### config.mk
export PLATFORM = sky130hd
export DESIGN_NAME = traffic_light_monitor_flat
export DESIGN_NICKNAME = d
export VERILOG_FILES = /design/src/rtl/traffic_light_monitor_if.sv /design/src/rtl/traffic_light_monitor.sv /design/src/flat_wrapper.sv
export SDC_FILE = /design/constraint.sdc
export NUM_CORES = 1
export LEC_CHECK = 0
export ABC_AREA = 1
export BUFFER_PORTS_ARGS = -buffer_cell sky130_fd_sc_hd__buf_2
export CAP_MARGIN = 40
export CORE_ASPECT_RATIO = 0.5
export CORE_MARGIN = 4
export CORE_UTILIZATION = 62
export DETAILED_ROUTE_END_ITERATION = 7
export PLACE_DENSITY_LB_ADDON = 0.15
export SYNTH_ARGS = -nofsm -noshare
export SYNTH_HDL_FRONTEND = slang
export SYNTH_SLANG_ARGS = --single-unit
### constraint.sdc
create_clock -name clk -period 5.1 [get_ports clk]
set_clock_uncertainty 0.05 [all_clocks]
set_input_delay 0.765 -clock clk [delete_from_list [all_inputs] [get_ports clk]]
set_output_delay 0.765 -clock clk [all_outputs]
set_load 0.005 [all_outputs]
### src/rtl/traffic_light_monitor_if.sv
// NS/EW light bus plus the monitor's sticky-flag and cycle-count results.
// The controller side drives the lights; the monitor receives them.
interface traffic_light_monitor_if #(
  parameter int CYC_W = 16
);
  logic [2:0]       NS_light;
  logic [2:0]       EW_light;
  logic             clr;
  logic             err_encoding;
  logic             err_conflict;
  logic             err_sequence;
  logic             err_timing;
  logic             error_any;
  logic             viol_pulse;
  logic [CYC_W-1:0] cycle_count;

  modport master (
    output NS_light, EW_light, clr,
    input  err_encoding, err_conflict, err_sequence, err_timing,
           error_any, viol_pulse, cycle_count
  );

  modport slave (
    input  NS_light, EW_light, clr,
    output err_encoding, err_conflict, err_sequence, err_timing,
           error_any, viol_pulse, cycle_count
  );
endinterface

### src/rtl/traffic_light_monitor.sv
// Passive checker for a two-way traffic light: one phase tracker per direction,
// sticky encoding/conflict/sequence/timing flags and a completed-NS-cycle counter.
module tlm_tracker #(
  parameter int CNT_W      = 8,
  parameter int MIN_GREEN  = 2,
  parameter int MIN_YELLOW = 1,
  parameter int MAX_YELLOW = 8
) (
  input  logic       clk,
  input  logic       reset,
  input  logic [2:0] light,
  output logic       valid,
  output logic       non_red,
  output logic       enc_err,
  output logic       seq_err,
  output logic       tim_err,
  output logic       red_to_green
);
  typedef enum logic [1:0] {S_UNK, S_RED, S_YEL, S_GRN} st_t;

  localparam logic [CNT_W-1:0] DW_MAX = '1;
  localparam logic [CNT_W-1:0] MG     = CNT_W'(MIN_GREEN);
  localparam logic [CNT_W-1:0] MY     = CNT_W'(MIN_YELLOW);
  localparam logic [CNT_W-1:0] XY     = CNT_W'(MAX_YELLOW);

  st_t              st;
  st_t              samp;
  logic [CNT_W-1:0] dwell;
  logic             chg;
  logic             legal;
  logic             g2y;
  logic             y2r;

  always_comb begin
    samp  = S_UNK;
    valid = 1'b1;
    case (light)
      3'b100:  samp = S_RED;
      3'b010:  samp = S_YEL;
      3'b001:  samp = S_GRN;
      default: valid = 1'b0;
    endcase
  end

  // Checks only apply to a change away from a known phase.
  assign chg          = valid && (st != S_UNK) && (samp != st);
  assign g2y          = (st == S_GRN) && (samp == S_YEL);
  assign y2r          = (st == S_YEL) && (samp == S_RED);
  assign red_to_green = chg && (st == S_RED) && (samp == S_GRN);
  assign legal        = g2y || y2r || (st == S_RED && samp == S_GRN);
  assign non_red      = valid && (samp != S_RED);
  assign enc_err      = !valid;
  assign seq_err      = chg && !legal;

  // Yellow overstay fires once, on the sample that would take dwell past the
  // bound; a saturated counter can never reach that sample.
  assign tim_err = (chg && ((g2y && dwell < MG) || (y2r && dwell < MY))) ||
                   (valid && st == S_YEL && samp == S_YEL &&
                    dwell == XY && dwell != DW_MAX);

  always_ff @(posedge clk or negedge reset) begin
    if (!reset) begin
      st    <= S_UNK;
      dwell <= '0;
    end else if (!valid) begin
      st    <= S_UNK;
      dwell <= '0;
    end else if (samp == st) begin
      if (dwell != DW_MAX) dwell <= dwell + CNT_W'(1);
    end else begin
      st    <= samp;
      dwell <= CNT_W'(1);
    end
  end
endmodule

module traffic_light_monitor #(
  parameter int MIN_GREEN  = 2,
  parameter int MIN_YELLOW = 1,
  parameter int MAX_YELLOW = 8,
  parameter int CNT_W      = 8,
  parameter int CYC_W      = 16
) (
  input  logic                     clk,
  input  logic                     reset,
  traffic_light_monitor_if.slave   bus
);
  localparam int NUM_DIR = 2;

  logic [NUM_DIR-1:0][2:0] lights;
  logic [NUM_DIR-1:0]      valid;
  logic [NUM_DIR-1:0]      non_red;
  logic [NUM_DIR-1:0]      enc;
  logic [NUM_DIR-1:0]      seq;
  logic [NUM_DIR-1:0]      tim;
  logic [NUM_DIR-1:0]      r2g;

  // Index 0 is NS (drives cycle_count), index 1 is EW.
  assign lights = {bus.EW_light, bus.NS_light};

  for (genvar d = 0; d < NUM_DIR; d++) begin : g_dir
    tlm_tracker #(
      .CNT_W      (CNT_W),
      .MIN_GREEN  (MIN_GREEN),
      .MIN_YELLOW (MIN_YELLOW),
      .MAX_YELLOW (MAX_YELLOW)
    ) u_trk (
      .clk          (clk),
      .reset        (reset),
      .light        (lights[d]),
      .valid        (valid[d]),
      .non_red      (non_red[d]),
      .enc_err      (enc[d]),
      .seq_err      (seq[d]),
      .tim_err      (tim[d]),
      .red_to_green (r2g[d])
    );
  end

  logic             new_enc, new_conf, new_seq, new_tim, cnt_inc;
  logic             f_enc, f_conf, f_seq, f_tim, viol;
  logic [CYC_W-1:0] cnt;

  assign new_enc  = |enc;
  assign new_conf = &valid && &non_red;
  assign new_seq  = |seq;
  assign new_tim  = |tim;
  assign cnt_inc  = r2g[0];

  // A violation detected in the same cycle as clr wins over the clear.
  always_ff @(posedge clk or negedge reset) begin
    if (!reset) begin
      f_enc  <= 1'b0;
      f_conf <= 1'b0;
      f_seq  <= 1'b0;
      f_tim  <= 1'b0;
      viol   <= 1'b0;
      cnt    <= '0;
    end else begin
      f_enc  <= (f_enc  && !bus.clr) || new_enc;
      f_conf <= (f_conf && !bus.clr) || new_conf;
      f_seq  <= (f_seq  && !bus.clr) || new_seq;
      f_tim  <= (f_tim  && !bus.clr) || new_tim;
      viol   <= new_enc || new_conf || new_seq || new_tim;
      if (bus.clr)                        cnt <= CYC_W'(cnt_inc);
      else if (cnt_inc && cnt != '1)      cnt <= cnt + CYC_W'(1);
    end
  end

  assign bus.err_encoding = f_enc;
  assign bus.err_conflict = f_conf;
  assign bus.err_sequence = f_seq;
  assign bus.err_timing   = f_tim;
  assign bus.error_any    = f_enc || f_conf || f_seq || f_tim;
  assign bus.viol_pulse   = viol;
  assign bus.cycle_count  = cnt;
endmodule

### src/flat_wrapper.sv
// flat-port wrapper written by rule: the top's interface ports become plain ports
module traffic_light_monitor_flat 
#(
  parameter int MIN_GREEN  = 2,
  parameter int MIN_YELLOW = 1,
  parameter int MAX_YELLOW = 8,
  parameter int CNT_W      = 8,
  parameter int CYC_W      = 16
)
  (clk, reset, bus_NS_light, bus_EW_light, bus_clr, bus_err_encoding, bus_err_conflict, bus_err_sequence, bus_err_timing, bus_error_any, bus_viol_pulse, bus_cycle_count);
  traffic_light_monitor_if #(.CYC_W(CYC_W)) bus_i ();
  input  logic clk;
  input  logic reset;
  input wire logic [$bits(bus_i.NS_light)-1:0] bus_NS_light;
  input wire logic [$bits(bus_i.EW_light)-1:0] bus_EW_light;
  input wire logic [$bits(bus_i.clr)-1:0] bus_clr;
  output wire logic [$bits(bus_i.err_encoding)-1:0] bus_err_encoding;
  output wire logic [$bits(bus_i.err_conflict)-1:0] bus_err_conflict;
  output wire logic [$bits(bus_i.err_sequence)-1:0] bus_err_sequence;
  output wire logic [$bits(bus_i.err_timing)-1:0] bus_err_timing;
  output wire logic [$bits(bus_i.error_any)-1:0] bus_error_any;
  output wire logic [$bits(bus_i.viol_pulse)-1:0] bus_viol_pulse;
  output wire logic [$bits(bus_i.cycle_count)-1:0] bus_cycle_count;
  assign bus_i.NS_light = bus_NS_light;
  assign bus_i.EW_light = bus_EW_light;
  assign bus_i.clr = bus_clr;
  assign bus_err_encoding = bus_i.err_encoding;
  assign bus_err_conflict = bus_i.err_conflict;
  assign bus_err_sequence = bus_i.err_sequence;
  assign bus_err_timing = bus_i.err_timing;
  assign bus_error_any = bus_i.error_any;
  assign bus_viol_pulse = bus_i.viol_pulse;
  assign bus_cycle_count = bus_i.cycle_count;
  traffic_light_monitor #(.MIN_GREEN(MIN_GREEN), .MIN_YELLOW(MIN_YELLOW), .MAX_YELLOW(MAX_YELLOW), .CNT_W(CNT_W), .CYC_W(CYC_W)) u_core (.clk(clk), .reset(reset), .bus(bus_i));
endmodule
# After elaboration in Yosys (flattened, before gate mapping)
# Cells that the tools add are included.
# word_totals
register_bits,41
inputBits,9
out_inout_bits,22
# classes
n_reduce_logical,69
n_eq_ne,33
addsub,3
order_cmp,4
mux,16
# ops
operator,count
$mux 8,6
$logic_and 1x1->1,36
$mux 16,2
$logic_or 1x1->1,18
$add 16x1->16 const B,1
$add 8x1->8 const B,2
$eq 2x2->1 const B,8
$eq 8x4->1 const B,2
$lt 8x1->1 const B,2
$lt 8x2->1 const B,2
$ne 16x16->1 const B,1
$ne 8x8->1 const B,2
$pmux 2 s3,2
$eq 2x1->1 const B,4
$mux 2,4
$eq 3x1->1 const B,2
$eq 3x2->1 const B,2
$eq 3x3->1 const B,2
$ne 3x3->1 const B,2
$reduce_bool 2->1,3
$reduce_or 2->1,3
$reduce_or 3->1,2
$logic_not 1->1,5
$eq 2x2->1,2
5 further kinds,10

# Logic depth before layout (Yosys ltp)
# logic_depth
ltp_word,11
depth_mapped,10
depth_no_buf,10

# Hierarchy
# From an unflattened synthesis, not the netlist that was laid out.
# hier_totals
hier_cells,398
area_unflattened_um2,2767.7
# modules_own_cells
module,n_inst,cells_each,area_per_inst_um2
traffic_light_monitor,1,179,1268.7
tlm_tracker (u_core.g_dir[0].u_trk),1,110,773.2
tlm_tracker (u_core.g_dir[1].u_trk),1,109,725.7

# Least setup slack after synthesis
# No wires, ideal clock.
# synth_path
path_kind,input to register
startpoint,in bus_NS_light[2]
endpoint,reg u_core.cnt[9] (netlist: u_core.bus.cycle_count[9])
setup_slack_ns,3.195
setup_ns,0.121
n_path_buf,1
arrival_time_ns,1.735
stages,9
cell_sequence,inv_1 nand3_2 nor3_1 inv_1 nor2_4 nor2_8 buf_6 nand2_1 o21ai_2
# synth_between
elab_chain_len,9
word_cells_on_any_way,14
# synth_lines
item,line_no,source
from (decl),flat_wrapper.sv:14,input wire logic [$bits(bus_i.NS_light)-1:0] bus_NS_light;
branches (longest 6 deep; another with $eq 3x1->1),-,
$logic_and 1x1->1 *,traffic_light_monitor.sv:49,assign red_to_green = chg && (st == S_RED) && (samp == S_GRN);
$logic_and 1x1->1 *,traffic_light_monitor.sv:146,else if (cnt_inc && cnt != '1) cnt <= cnt + CYC_W'(1);
$reduce_bool 2->1 (no line) *,-,
to (signal assigned),traffic_light_monitor.sv:145,if (bus.clr) cnt <= CYC_W'(cnt_inc);
to (signal assigned),traffic_light_monitor.sv:146,
to (decl),traffic_light_monitor.sv:122,logic [CYC_W-1:0] cnt;
# Every way passes the cells marked *.
# A chain may end at the register's enable or synchronous reset.

# Worst setup path after layout
# layout_path
startpoint,reg u_core.cnt[0] (netlist: u_core.bus.cycle_count[0])
endpoint,reg u_core.cnt[10] (netlist: u_core.bus.cycle_count[10])
# layout_between
elab_chain_len,3
word_cells_on_any_way,6
# layout_lines
item,line_no
$add 16x1->16 / $ne 16x16->1 (equally long branches),traffic_light_monitor.sv:146
$mux 16 / $logic_and 1x1->1 (equally long branches),traffic_light_monitor.sv:146
$mux 16 / $reduce_bool 2->1 (equally long branches),-
# Parallel ways exist; a longest one is shown, timed or not. The select of a mux whose other input is x is not followed.

==> impl_metrics.py <==
metrics = {
    "power_and_ir_drop": {
        "finalPower_mw": 0.6235,
        "ir_drop_uv": 140.6,
        "cellPowerDensity_nw_per_um2": 212.8,
        "p_leak_nw": 1.456,
    },
    "sta": {
        "period_share_pct": 39.92,
        "finalHoldViolations": 0,
        "maxSlewViolCount": 0,
        "slew_headroom_pct": 67.43,
        "setup_viol": 0,
        "rsz0062_at_grt": "false",
        "worst_slew_pin_slew_ps": 488.0,
        "tns_ps": 0,
        "fin_crit_ps": 2036,
        "max_freq_mhz": 491.2,
    },
    "route": {
        "via_per_inst": 5.471,
        "ant_nets": 0,
        "drt-pass1-iter-count": 4,
        "avgRoutedWirePerCell_um": 12.55,
        "num_vias": 2484,
        "drt_first_iter_violations": 122,
        "drc": 0,
        "wl_mm": 5.696,
    },
    "clock_network": {
        "cts_tree": "done",
        "cts_setup_buffers": 0,
        "clock_path_buffers": 2,
        "clockRootBuffer": "clkbuf_8",
        "insertion_delay_ps": 290,
        "cts_buffers": 5,
        "cts_max_level": 2,
        "clkTransAtPathRegs_ps": 80,
        "cts_hold_buf": 0,
        "clock_sinks": 41,
        "cts_resized": 0,
    },
    "worst_setup_path": {
        "cp_num_buf_inv": 1,
        "critPathLaunchType": "flip-flop",
        "crit_required_ps": 5210,
        "path_cells": "ha_1 > inv_1 > nor3_4 > nand2_2 > nor2_4 > nor2_4 > nor2_8 > o21ai_1",
        "worst_r2r_path_depth": 8,
        "cp_max_fo": 26,
        "critPathCaptureType": "flip-flop",
        "arrival_ps": 2150,
        "timing.reg2reg.setup_slack_ps": 3060,
        "criticalPathCategory": "flip-flop to flip-flop",
        "cpMostUsedCell": "nor2_4",
        "slowest_delay_ps": 470,
        "crit_cells": 8,
        "crit_slowest_cell": "dfrtp_1",
        "cp_top_family": "simple AND/OR/NAND/NOR gates",
    },
    "final_layout": {
        "area_growth_pct": 11.00,
        "final_net_count": 415,
        "drive_gt1_share_pct": 15.25,
        "antenna_cells": 0,
        "fillers": 325,
    },
    "placement": {
        "globalplace.congestion": 0.8834,
        "dpl.hpwl_mm": 4.300,
        "io_buffers": 30,
    },
    "synthesis": {
        "synth_common_cells": "nand2_1, inv_1, nor2_1",
        "async_flop_share_pct": 100.0,
        "yosysMostFrequentCell": "nand2_1",
        "synth-edff-count": 0,
        "synth_nets": 380,
        "syn_inst": 364,
        "yosys-top-cells-area": "dfrtp_1, nand2_1, nand3_1",
        "yosysUniqueCellTypes": 34,
        "synth_top_area_share_pct": 38.86,
        "syn_avg_cell_area_um2": 7.253,
        "yosys.area.top_type": "dfrtp_1",
        "ys_ff_latch": 41,
        "synth_flop_cell": "dfrtp_1",
        "ys_warn_count": 0,
        "seq_area_frac_synth_pct": 38.86,
        "synth_area_um2": 2640,
    },
    "flow_run": {
        "maxCapViolCount": 0,
    },
    "die": {
        "initial_core_util_pct": 65.94,
        "fp-row-count": 16,
        "io_pins": 31,
        "die_h_um": 54.14,
        "core_region_area_um2": 4004,
        "die_area_um2": 5429,
        "die_w_um": 100.3,
    },
    "global_route": {
        "grt_usage_pct": 22.81,
        "grt_pass1_wl_mm": 9.708,
        "grt_max_degree": 30,
        "grt_pass1_vias": 2277,
        "gr-total-overflow": 0,
        "antenna_found_initial": 0,
    },
    "worst_hold_path": {
        "hp-class": "primary input to async pin",
    },
    "status": {
        "outcome": "complete, no violations",
    },
}
-- per-layer routing --
metal | global-route usage, % | up-vias | wire length, µm
met1 | 26.82 | 1153 | 2497
met3 | 4.916 | 12 | 293
li1 | - | 1260 | -
met4 | 7.606 | 0 | 68
met5 | 0 | - | 0
met2 | 42.54 | 59 | 2837
-- cell families after synthesis --
group / share of synthesized area, %
XOR/XNOR: 1.991
buffers and inverters: 7.820
AND/OR/NAND/NOR: 37.77
flip-flops: 38.86
adder cells (fa/ha/maj): 3.317
AO/OA/AOI/OAI: 10.24
-- path summary, 6_finish.rpt --
kind	start	endpoint
min in group clk	u_core.bus.err_timing	u_core.bus.err_timing
max in group asynchronous	reset	u_core.g_dir[1].u_trk.dwell[1]
min	reset	u_core.bus.cycle_count[5]
max reg2reg	u_core.bus.cycle_count[0]	u_core.bus.cycle_count[10]
min reg2reg	u_core.bus.err_timing	u_core.bus.err_timing
max	u_core.bus.cycle_count[0]	u_core.bus.cycle_count[10]
-- power by group --
group	internal [mW]	total, mW	switching (mW)
logic	0.0232	0.0743	0.0511
registers	0.334	0.341	0.00757
clock network	0.0950	0.208	0.113
total	0.452	0.623	0.172
-- cell type report --
type                    instances  area [µm²]  area share, %
multi-input cells             273        1408          48.04
clock inverters                 2       10.01         0.3416
repair buffers                 31       170.2          5.807
flip-flops and latches         41        1026          35.01
inverters                      47       176.4          6.020
clock buffers                   6       72.57          2.477
well taps                      54       67.56          2.306
-- worst register-to-register path, stage by stage (launching register included) --
cell,delay [ps]
dfrtp_1,470
ha_1,250
inv_1,110
nor3_4,220
nand2_2,130
nor2_4,140
nor2_4,70
nor2_8,320
o21ai_1,150
-- metrics by stage --
stage                     util (%)  worst slack [ps]  instance area (µm²)  hold WS (ps)  cells
after floorplan                  -              3195                 2640         419.4    364
after global placement       70.63              3067                 2828         470.1    445
after detailed placement     71.13              2979                 2848         482.9    446
after CTS                    73.19              3068                 2930         308.4    454
after global routing         73.19              2854                 2930         308.2    454
final                        73.19              3064                 2930         303.3    454
-- cells in the final DEF (no fill, tap or decap), types with 2 or more instances in the layout --
cell type and count:
nor2_1 43, clkbuf_8 5, buf_2 30, dfrtp_1 41
o21ai_2 9, o21ai_0 9, clkinv_2 2, o211ai_1 2
nand3_1 38, a31o_2 2, xor2_1 5, a21oi_1 8
nor3_1 10, a211oi_1 2, nand2_2 2, nor3b_1 2
nand4_1 13, nand2_1 100, o21bai_1 4, ha_1 7
o21ai_1 3, nor2_4 2, or2_2 3, inv_1 46
-- sequential cells by signal, indices dropped and copies added, names as in the netlist --
name / flops
u_core.g_dir.u_trk.dwell: 16
u_core.bus.viol_pulse: 1
u_core.bus.err_encoding: 1
u_core.bus.err_conflict: 1
u_core.bus.err_sequence: 1
u_core.bus.err_timing: 1
u_core.g_dir.u_trk.st: 4
u_core.bus.cycle_count: 16
Power figures use the tool's default switching activity.
